<file path="config.mk">
export PLATFORM = sky130hd
export DESIGN_NAME = multdiv_issue_ctrl
export DESIGN_NICKNAME = d
export VERILOG_FILES = /design/src/rtl/multdiv_issue_ctrl_pkg.sv /design/src/rtl/multdiv_wait_timer.sv /design/src/rtl/multdiv_issue_ctrl.sv
export SDC_FILE = /design/constraint.sdc
export NUM_CORES = 1
export LEC_CHECK = 0
export ABC_CLOCK_PERIOD_IN_PS = 3300
export BUFFER_PORTS_ARGS = -buffer_cell sky130_fd_sc_hd__buf_2
export CORE_MARGIN = 2
export CORE_UTILIZATION = 47
export DETAILED_ROUTE_END_ITERATION = 8
export PLACE_DENSITY_LB_ADDON = 0.25
export SETUP_SLACK_MARGIN = 0.2
export SLEW_MARGIN = 20
export SYNTH_ARGS = -nofsm -noshare
export SYNTH_HDL_FRONTEND = slang
export SYNTH_HIERARCHICAL = 1
export SYNTH_SLANG_ARGS = --single-unit
</file>
<file path="constraint.sdc">
create_clock -name clock -period 3.3 [get_ports clock]
set_input_delay 0.99 -clock clock [delete_from_list [all_inputs] [get_ports clock]]
set_output_delay 0.99 -clock clock [all_outputs]
set_load 0.1 [all_outputs]
</file>
<file path="src/rtl/multdiv_issue_ctrl_pkg.sv">
// Shared types and constants for the multiply/divide issue controller.
package multdiv_issue_ctrl_pkg;

  // Sequencer states; encodings are visible on debug taps, so keep them fixed.
  typedef enum logic [1:0] {
    IDLE  = 2'd0,
    ISSUE = 2'd1,
    WAIT  = 2'd2,
    DONE  = 2'd3
  } state_e;

  // Exception codes returned to writeback.
  localparam logic [1:0] EXC_NONE    = 2'b00;
  localparam logic [1:0] EXC_DIV0    = 2'b01;
  localparam logic [1:0] EXC_RANGE   = 2'b10;
  localparam logic [1:0] EXC_TIMEOUT = 2'b11;

  localparam int DEFAULT_TIMEOUT = 40;
  localparam int DEFAULT_REG_W   = 5;

  // The divider only takes a 16-bit signed divisor: bits [31:15] must be a
  // pure sign extension for the value to be representable.
  function automatic logic fits_s16(input logic [31:0] value);
    return (value[31:15] == '0) || (value[31:15] == '1);
  endfunction

endpackage

</file>
<file path="src/rtl/multdiv_wait_timer.sv">
// Clearable up-counter that flags when the wait budget has been used up.
module multdiv_wait_timer
  import multdiv_issue_ctrl_pkg::*;
#(
  parameter int TIMEOUT = DEFAULT_TIMEOUT
) (
  input  logic clock,
  input  logic reset_n,
  input  logic i_clear,
  input  logic i_enable,
  output logic o_terminal
);

  localparam int CNT_W = (TIMEOUT > 1) ? $clog2(TIMEOUT) : 1;
  localparam logic [CNT_W-1:0] TERM_COUNT = CNT_W'(TIMEOUT - 1);

  logic [CNT_W-1:0] r_count;

  // Count wait cycles; hold at the terminal value so the count never wraps.
  // NOTE: state registers use non-blocking (<=) so every flop samples the
  // pre-edge values; blocking here would create order-dependent races.
  always_ff @(posedge clock or negedge reset_n) begin
    if (!reset_n) begin
      r_count <= '0;
    end else if (i_clear) begin
      r_count <= '0;
    end else if (i_enable && !o_terminal) begin
      r_count <= r_count + CNT_W'(1);
    end
  end

  assign o_terminal = (r_count == TERM_COUNT);

endmodule

</file>
<file path="src/rtl/multdiv_issue_ctrl.sv">
// Issue/sequencing front-end for the mult/div unit: accepts one op, fires a
// one-cycle start pulse, waits for ready or timeout and hands the result to
// writeback while holding the pipeline stalled.
module multdiv_issue_ctrl
  import multdiv_issue_ctrl_pkg::*;
#(
  parameter int REG_W   = DEFAULT_REG_W,
  parameter int TIMEOUT = DEFAULT_TIMEOUT
) (
  input  logic             clock,
  input  logic             reset_n,
  input  logic             ex_valid,
  input  logic             ex_is_div,
  input  logic [31:0]      ex_opA,
  input  logic [31:0]      ex_opB,
  input  logic [REG_W-1:0] ex_rd,
  output logic             stall,
  output logic [31:0]      md_opA,
  output logic [31:0]      md_opB,
  output logic             md_ctrl_MULT,
  output logic             md_ctrl_DIV,
  input  logic             md_resultRDY,
  input  logic [31:0]      md_result,
  input  logic             md_exception,
  output logic             wb_valid,
  output logic [REG_W-1:0] wb_rd,
  output logic [31:0]      wb_result,
  output logic [1:0]       wb_exc
);

  state_e           r_state;
  state_e           w_next_state;
  logic [REG_W-1:0] r_rd;

  logic             w_accept;
  logic             w_start_mult;
  logic             w_start_div;
  logic             w_wb_load;
  logic [REG_W-1:0] w_wb_rd;
  logic [31:0]      w_wb_result;
  logic [1:0]       w_wb_exc;
  logic             w_timer_clear;
  logic             w_timer_en;
  logic             w_timer_term;

  multdiv_wait_timer #(
    .TIMEOUT (TIMEOUT)
  ) u_wait_timer (
    .clock      (clock),
    .reset_n    (reset_n),
    .i_clear    (w_timer_clear),
    .i_enable   (w_timer_en),
    .o_terminal (w_timer_term)
  );

  // State register.
  always_ff @(posedge clock or negedge reset_n) begin
    if (!reset_n) begin
      r_state <= IDLE;
    end else begin
      r_state <= w_next_state;
    end
  end

  // Next-state decode plus next values for the registered outputs.
  // NOTE: every signal gets a default before the case so no path leaves it
  // unassigned; a missing default would infer a latch.
  always_comb begin
    w_next_state  = r_state;
    w_accept      = 1'b0;
    w_start_mult  = 1'b0;
    w_start_div   = 1'b0;
    w_wb_load     = 1'b0;
    w_wb_rd       = r_rd;
    w_wb_result   = '0;
    w_wb_exc      = EXC_NONE;
    w_timer_clear = 1'b0;
    w_timer_en    = 1'b0;

    case (r_state)
      IDLE: begin
        if (ex_valid) begin
          w_accept = 1'b1;
          if (ex_is_div && !fits_s16(ex_opB)) begin
            // Divisor not representable: report without touching the unit.
            w_next_state = DONE;
            w_wb_load    = 1'b1;
            w_wb_rd      = ex_rd;
            w_wb_exc     = EXC_RANGE;
          end else begin
            w_next_state = ISSUE;
            w_start_div  = ex_is_div;
            w_start_mult = !ex_is_div;
          end
        end
      end

      ISSUE: begin
        w_timer_clear = 1'b1;
        w_next_state  = WAIT;
      end

      WAIT: begin
        w_timer_en = 1'b1;
        // Ready is checked first so a result arriving on the last allowed
        // cycle is still delivered rather than reported as a timeout.
        if (md_resultRDY) begin
          w_next_state = DONE;
          w_wb_load    = 1'b1;
          w_wb_exc     = md_exception ? EXC_DIV0 : EXC_NONE;
          w_wb_result  = md_exception ? 32'd0 : md_result;
        end else if (w_timer_term) begin
          w_next_state = DONE;
          w_wb_load    = 1'b1;
          w_wb_exc     = EXC_TIMEOUT;
        end
      end

      DONE: begin
        w_next_state = IDLE;
      end

      default: begin
        w_next_state = IDLE;
      end
    endcase
  end

  // Operand and destination latches; held until the next accepted op.
  always_ff @(posedge clock or negedge reset_n) begin
    if (!reset_n) begin
      md_opA <= '0;
      md_opB <= '0;
      r_rd   <= '0;
    end else if (w_accept) begin
      md_opA <= ex_opA;
      md_opB <= ex_opB;
      r_rd   <= ex_rd;
    end
  end

  // Start pulses: set on the IDLE->ISSUE edge, so high only during ISSUE.
  always_ff @(posedge clock or negedge reset_n) begin
    if (!reset_n) begin
      md_ctrl_MULT <= 1'b0;
      md_ctrl_DIV  <= 1'b0;
    end else begin
      md_ctrl_MULT <= w_start_mult;
      md_ctrl_DIV  <= w_start_div;
    end
  end

  // Writeback strobe and payload, loaded on entry to DONE.
  always_ff @(posedge clock or negedge reset_n) begin
    if (!reset_n) begin
      wb_valid  <= 1'b0;
      wb_rd     <= '0;
      wb_result <= '0;
      wb_exc    <= EXC_NONE;
    end else begin
      wb_valid <= w_wb_load;
      if (w_wb_load) begin
        wb_rd     <= w_wb_rd;
        wb_result <= w_wb_result;
        wb_exc    <= w_wb_exc;
      end
    end
  end

  assign stall = (r_state != IDLE);

endmodule

</file>
==> results of run 1 <==
[cell families after synthesis]
kind of cell | after synthesis
mux | 79
compound gates | 52
buf+inv | 25
flops | 119
fa+ha+maj | 4
xor+xnor | 1
simple gates | 41
[cell usage after synthesis (2+ instances only)]
library cell  instances
nand4_1               7
o211ai_1              2
dfrtp_1             119
nand4b_1              2
inv_1                 7
nor3b_1               2
buf_6                 6
a22o_2               30
mux2_2               79
buf_1                 2
o21ai_0               2
nor4_1                4
nand3_1               2
ha_1                  4
nor2_1                7
a31oi_1               2
buf_2                 3
nand2_1               8
a22o_1                2
a21oi_1               5
clkbuf_1              7
[worst register-to-register path: cells and delay by family (launching register included)]
| family | cells | cell delay [ns] |
|---|---|---|
| buf+inv | 3 | 0.62 |
| simple gates | 2 | 0.53 |
| compound gates | 3 | 0.53 |
| flops | 1 | 0.46 |
| fa+ha+maj | 1 | 0.28 |
[registers in the layout, summed over array words and instances, names as in the netlist, 2 cells and up]
register	cells
wb_exc	2
u_wait_timer/r_count	6
r_state	2
md_opA	32
wb_rd	5
r_rd	5
wb_result	32
md_opB	32
[worst paths after layout]
kind,to,slack [ns],cells past startpoint
max,stall,0.48,4
min,md_opA[30],0.50,1
max reg2reg,wb_result[11],0.82,9
min reg2reg,md_opA[30],0.50,1
max in group asynchronous,md_opA[15],2.08,2
min in group asynchronous,wb_exc[1],0.51,1
[through the flow]
| stage | cells | hold WS, ns | worst slack (ns) |
|---|---|---|---|
| after floorplan | 321 | 0.4753 | 0.7429 |
| after global placement | 657 | 0.4829 | 0.4047 |
| after detailed placement | 657 | 0.4875 | 0.3614 |
| after CTS | 689 | 0.5017 | 0.4823 |
| after global routing | 689 | 0.5124 | 0.3814 |
| final | 689 | 0.4993 | 0.4818 |
[cell type report]
type | instances | area, µm²
clock buffers | 17 | 414.1
clock inverters | 15 | 151.4
fillers | 742 | 3294
inverters | 7 | 26.28
multi-input cells | 177 | 1680
flip-flops and latches | 119 | 2978
well taps | 133 | 166.4
repair buffers | 221 | 1154
[layer usage]
layer  wire [µm]  part of all wire  global-route usage
met4         162             0.014             0.08381
met5           0                 0                   0
met3         825             0.073             0.07735
met1        4471              0.39              0.2445
met2        5868              0.52              0.3613
[cell usage in the layout, fill, tap and decap left out, types with 3 or more instances in the layout]
| cell type | Yosys | layout |
|---|---|---|
| a21oi_1 | 5 | 5 |
| a22o_2 | 30 | 30 |
| buf_2 | 3 | 212 |
| buf_4 | 0 | 7 |
| clkbuf_16 | 0 | 16 |
| clkinv_2 | 0 | 5 |
| clkinvlp_4 | 0 | 3 |
| dfrtp_1 | 119 | 119 |
| ha_1 | 4 | 4 |
| inv_1 | 7 | 7 |
| inv_6 | 0 | 3 |
| mux2_2 | 79 | 79 |
| nand2_1 | 8 | 8 |
| nand4_1 | 7 | 7 |
| nor2_1 | 7 | 7 |
| nor4_1 | 4 | 4 |
==> results_dict.tcl, run 1 <==
set metrics [dict create \
    status "finished clean" \
    synth_top_family_by_area "multiplexers" \
    die_y_um 105.1 \
    path_buf_inv 3 \
    cts_buffers 17 \
    grt_pass1_wl_mm 18.37 \
    worstPathCellList "inv_1 > ha_1 > inv_1 > buf_2" \
    cts_sinks 119 \
    routed_wl_mm 11.33 \
    post_drt_wl_per_cell_um 16.44 \
    netlist_area_um2 4800 \
    gp_congestion 0.8536 \
    setup_viol 0 \
    syn2layout_area_growth_pct 36.89 \
    syn_inst 321 \
    drc 0 \
    diodes 0 \
    clk_latency_ns 0.51 \
    vias 3561 \
    drive_gt1_frac 0.6655 \
    hpwlAfterDp_mm 8.235 \
    cts_tree "yes" \
    gr-usage-all-layers 0.2127 \
    path_max_fanout 5 \
    fmax_mhz 354.8 \
    overflow 0 \
    cts_buffer_depth 2 \
    drt_iter0_drc 143 \
    num_io_pins 214 \
    viasPerCell 5.168 \
    period_needed_ns 2.818 \
    synthArstFlopShare 1.000 \
    critPathLaunchType "flop" \
    hp-start "md_opA[30]" \
    h-tree-depth 4 \
    path_delay_family "buffers and inverters" \
    drv_slew 0 \
    tns_ns 0 \
    synth_xor_xnor_area_share 0.001825 \
    dr.pass1.iters 4 \
    holdBufCountCts 0 \
    synth-simple-area-share 0.05318 \
    first_global_vias 3737 \
    rr_startpoint "u_wait_timer/r_count[0]" \
    crit_start "r_state[0]" \
    io_buffers 213 \
    maxCapViolCount 0 \
    synth_top_area_share 0.6204 \
    synth_largest_area_cell "dfrtp_1" \
    synth_edf_count 0 \
    hold_viol 0 \
    rows 36 \
    antenna_found_initial 0 \
    worst-endpoint-arrival_ns 1.83 \
    yosysWarningCount 6 \
    initial_core_util 0.4866 \
    syn_avg_cell_area_um2 14.95 \
    yosysSeqAreaShare 0.6204 \
    rsz0062_at_grt "false" \
    critPathMaxStageDelay_ns 0.45 \
    slew_headroom 0.5696 \
    final_antenna_net_count 0 \
    final_area_um2 6570 \
    nNetsFinal 654 \
    crit_path_end_kind "output port" \
    cts_root_buf "clkbuf_8" \
    synth_compound_area_frac 0.09906 \
    synth-main-ff-cell "dfrtp_1" \
    hp-class "flop to flop" \
    yosysUniqueCellTypes 40 \
    worst_path_most_repeated_cell "inv_1" \
    die_x_um 105.1 \
    clkTransAtPathRegs_ns 0.06 \
    crit_type "flop to output port" \
    yosys-mux-area-fraction 0.1853 \
    fin_skew_ns 0.008716 \
    dieArea_um2 11040 \
    grt_max_degree 55 \
    crit_required_ns 2.31 \
    finish.utilization 0.6660 \
    core_um2 9864 \
    cts_resized 0 \
    slowest_stage "buf_2" \
    cts_setup_buffers 0 \
    syn-num-nets 432 \
    finalCritPeriodShare 0.8540 \
    tightest_slew_ns 0.6457 \
    dpl-instance-area_um2 6005 \
    synth_area_leaders "dfrtp_1, mux2_2, a22o_2, buf_6, ha_1" \
    ys_ff_latch 119 \
    synth_adder_area_share 0.01043 \
]
Power of run 1 is not shown: default switching activity piles up to over one toggle a cycle in this logic, so the estimate is an artifact.
==> run 2, diff against run 1 <==
CORE_UTILIZATION = 49   (was 47)
CTS_BUF_LIST = sky130_fd_sc_hd__clkbuf_2 sky130_fd_sc_hd__clkbuf_4 sky130_fd_sc_hd__clkbuf_8   (was not set)
==> run 2 against run 1 <==
  * Count of clock-buffer cells in the layout rose by 2
  * Sequential share of layout area grew 1.4 points
  * Routed wire length decreased by 3.4%
  * Via count is 1.3% lower
  * Highest routed layer unchanged
==> results_dict.tcl, run 2 (synthesized netlist as in run 1, its figures left out) <==
set metrics [dict create \
    cts_setup_buffers 0 \
    cts_resized 0 \
    place_inst 657 \
    die_x_um 103.0 \
    drv_slew 0 \
    worst-endpoint-arrival_ns 1.68 \
    fillCellCount 776 \
    period_needed_ns 2.669 \
    tns_ns 0 \
    nNetsFinal 654 \
    holdBufCountCts 0 \
    cts_buffers 17 \
    gr-usage-all-layers 0.2084 \
    cts_tree "yes" \
    hold_viol 0 \
    io_buffers 213 \
    finalCritPeriodShare 0.8089 \
    num_io_pins 214 \
    path_max_fanout 5 \
    hpwlAfterDp_mm 7.961 \
    reg_top3 "md_opA: 32 flops, md_opB: 32 flops, wb_result: 32 flops" \
    first_global_vias 3415 \
    dpl-instance-area_um2 5992 \
    die_y_um 103.0 \
    crit_type "flop to output port" \
    tightest_slew_ns 0.6008 \
    gp_congestion 0.7524 \
    antenna_found_initial 0 \
    drt_iter0_drc 105 \
    fmax_mhz 374.6 \
    maxCapViolCount 0 \
    post_drt_wl_per_cell_um 15.89 \
    viasPerCell 5.102 \
    drive_gt1_frac 0.6655 \
    crit_path_end_kind "output port" \
    h-tree-depth 4 \
    layout_common_cells "buf_2, dfrtp_1, mux2_2" \
    drc 0 \
    overflow 0 \
    final_common_cell "buf_2" \
    cts_buffer_depth 2 \
    clk_latency_ns 0.42 \
    fin_skew_ns 0.01606 \
    grt_pass1_wl_mm 16.62 \
    crit_required_ns 2.31 \
    multi_input_area_um2 1680 \
    final_area_um2 6376 \
    place_worst_setup_slack_ns 0.3159 \
    diodes 0 \
    setup_viol 0 \
    slew_headroom 0.5995 \
    hp-class "primary input to async pin" \
    status "finished clean" \
    cts_sinks 119 \
    fin_cells 689 \
    final_antenna_net_count 0 \
    rows 36 \
    syn2layout_area_growth_pct 32.85 \
    vias 3515 \
    critPathLaunchType "flop" \
    dr.pass1.iters 4 \
    layout_setup_ws_ns 0.6305 \
    core_um2 9639 \
    grt_max_degree 73 \
    initial_core_util 0.4979 \
    cts_root_buf "clkbuf_8" \
    final-seq-area_um2 2978 \
    routed_wl_mm 10.95 \
    rsz0062_at_grt "false" \
    clkTransAtPathRegs_ns 0.08 \
    dieArea_um2 10600 \
]
[run 2: per-layer routing]
layer  routed length [µm]  part of all wire  GRT usage
met4                  189             0.017    0.07692
met1                 4184              0.38     0.2463
met5                    0                 0          0
met3                  841             0.077    0.08814
met2                 5731              0.52     0.3412
[run 2: worst max-delay path: stages (launching register included)]
cell     delay (ns)
dfrtp_1        0.37
inv_1          0.08
ha_1           0.25
inv_1          0.12
buf_2          0.45
[run 2: path summary, 6_finish.rpt]
| check | to | cells past startpoint | startpoint | slack [ns] |
|---|---|---|---|---|
| max | stall | 4 | r_state[0] | 0.63 |
| min | r_rd[2] | 1 | reset_n | 0.36 |
| max reg2reg | wb_result[23] | 9 | u_wait_timer/r_count[0] | 0.84 |
| min reg2reg | md_opA[31] | 1 | md_opA[31] | 0.50 |
| max in group asynchronous | md_opB[30] | 2 | reset_n | 2.21 |
| min in group clock | md_opA[31] | 1 | md_opA[31] | 0.50 |
[run 2: layout make-up]
| cell class | count | area share |
|---|---|---|
| inverters | 7 | 0.004121 |
| well taps | 133 | 0.02610 |
| clock inverters | 13 | 0.01923 |
| multi-input cells | 177 | 0.2635 |
| repair buffers | 221 | 0.1790 |
| flip-flops and latches | 119 | 0.4670 |
| clock buffers | 19 | 0.04101 |
[run 2: stage by stage]
step / hold WS (ns) / util
floorplan: 0.4753 / -
global placement: 0.4836 / 0.6216
detailed placement: 0.4873 / 0.6216
CTS: 0.3409 / 0.6615
global route: 0.3279 / 0.6615
finish: 0.3642 / 0.6615
Power of run 2 is left out for the same reason.
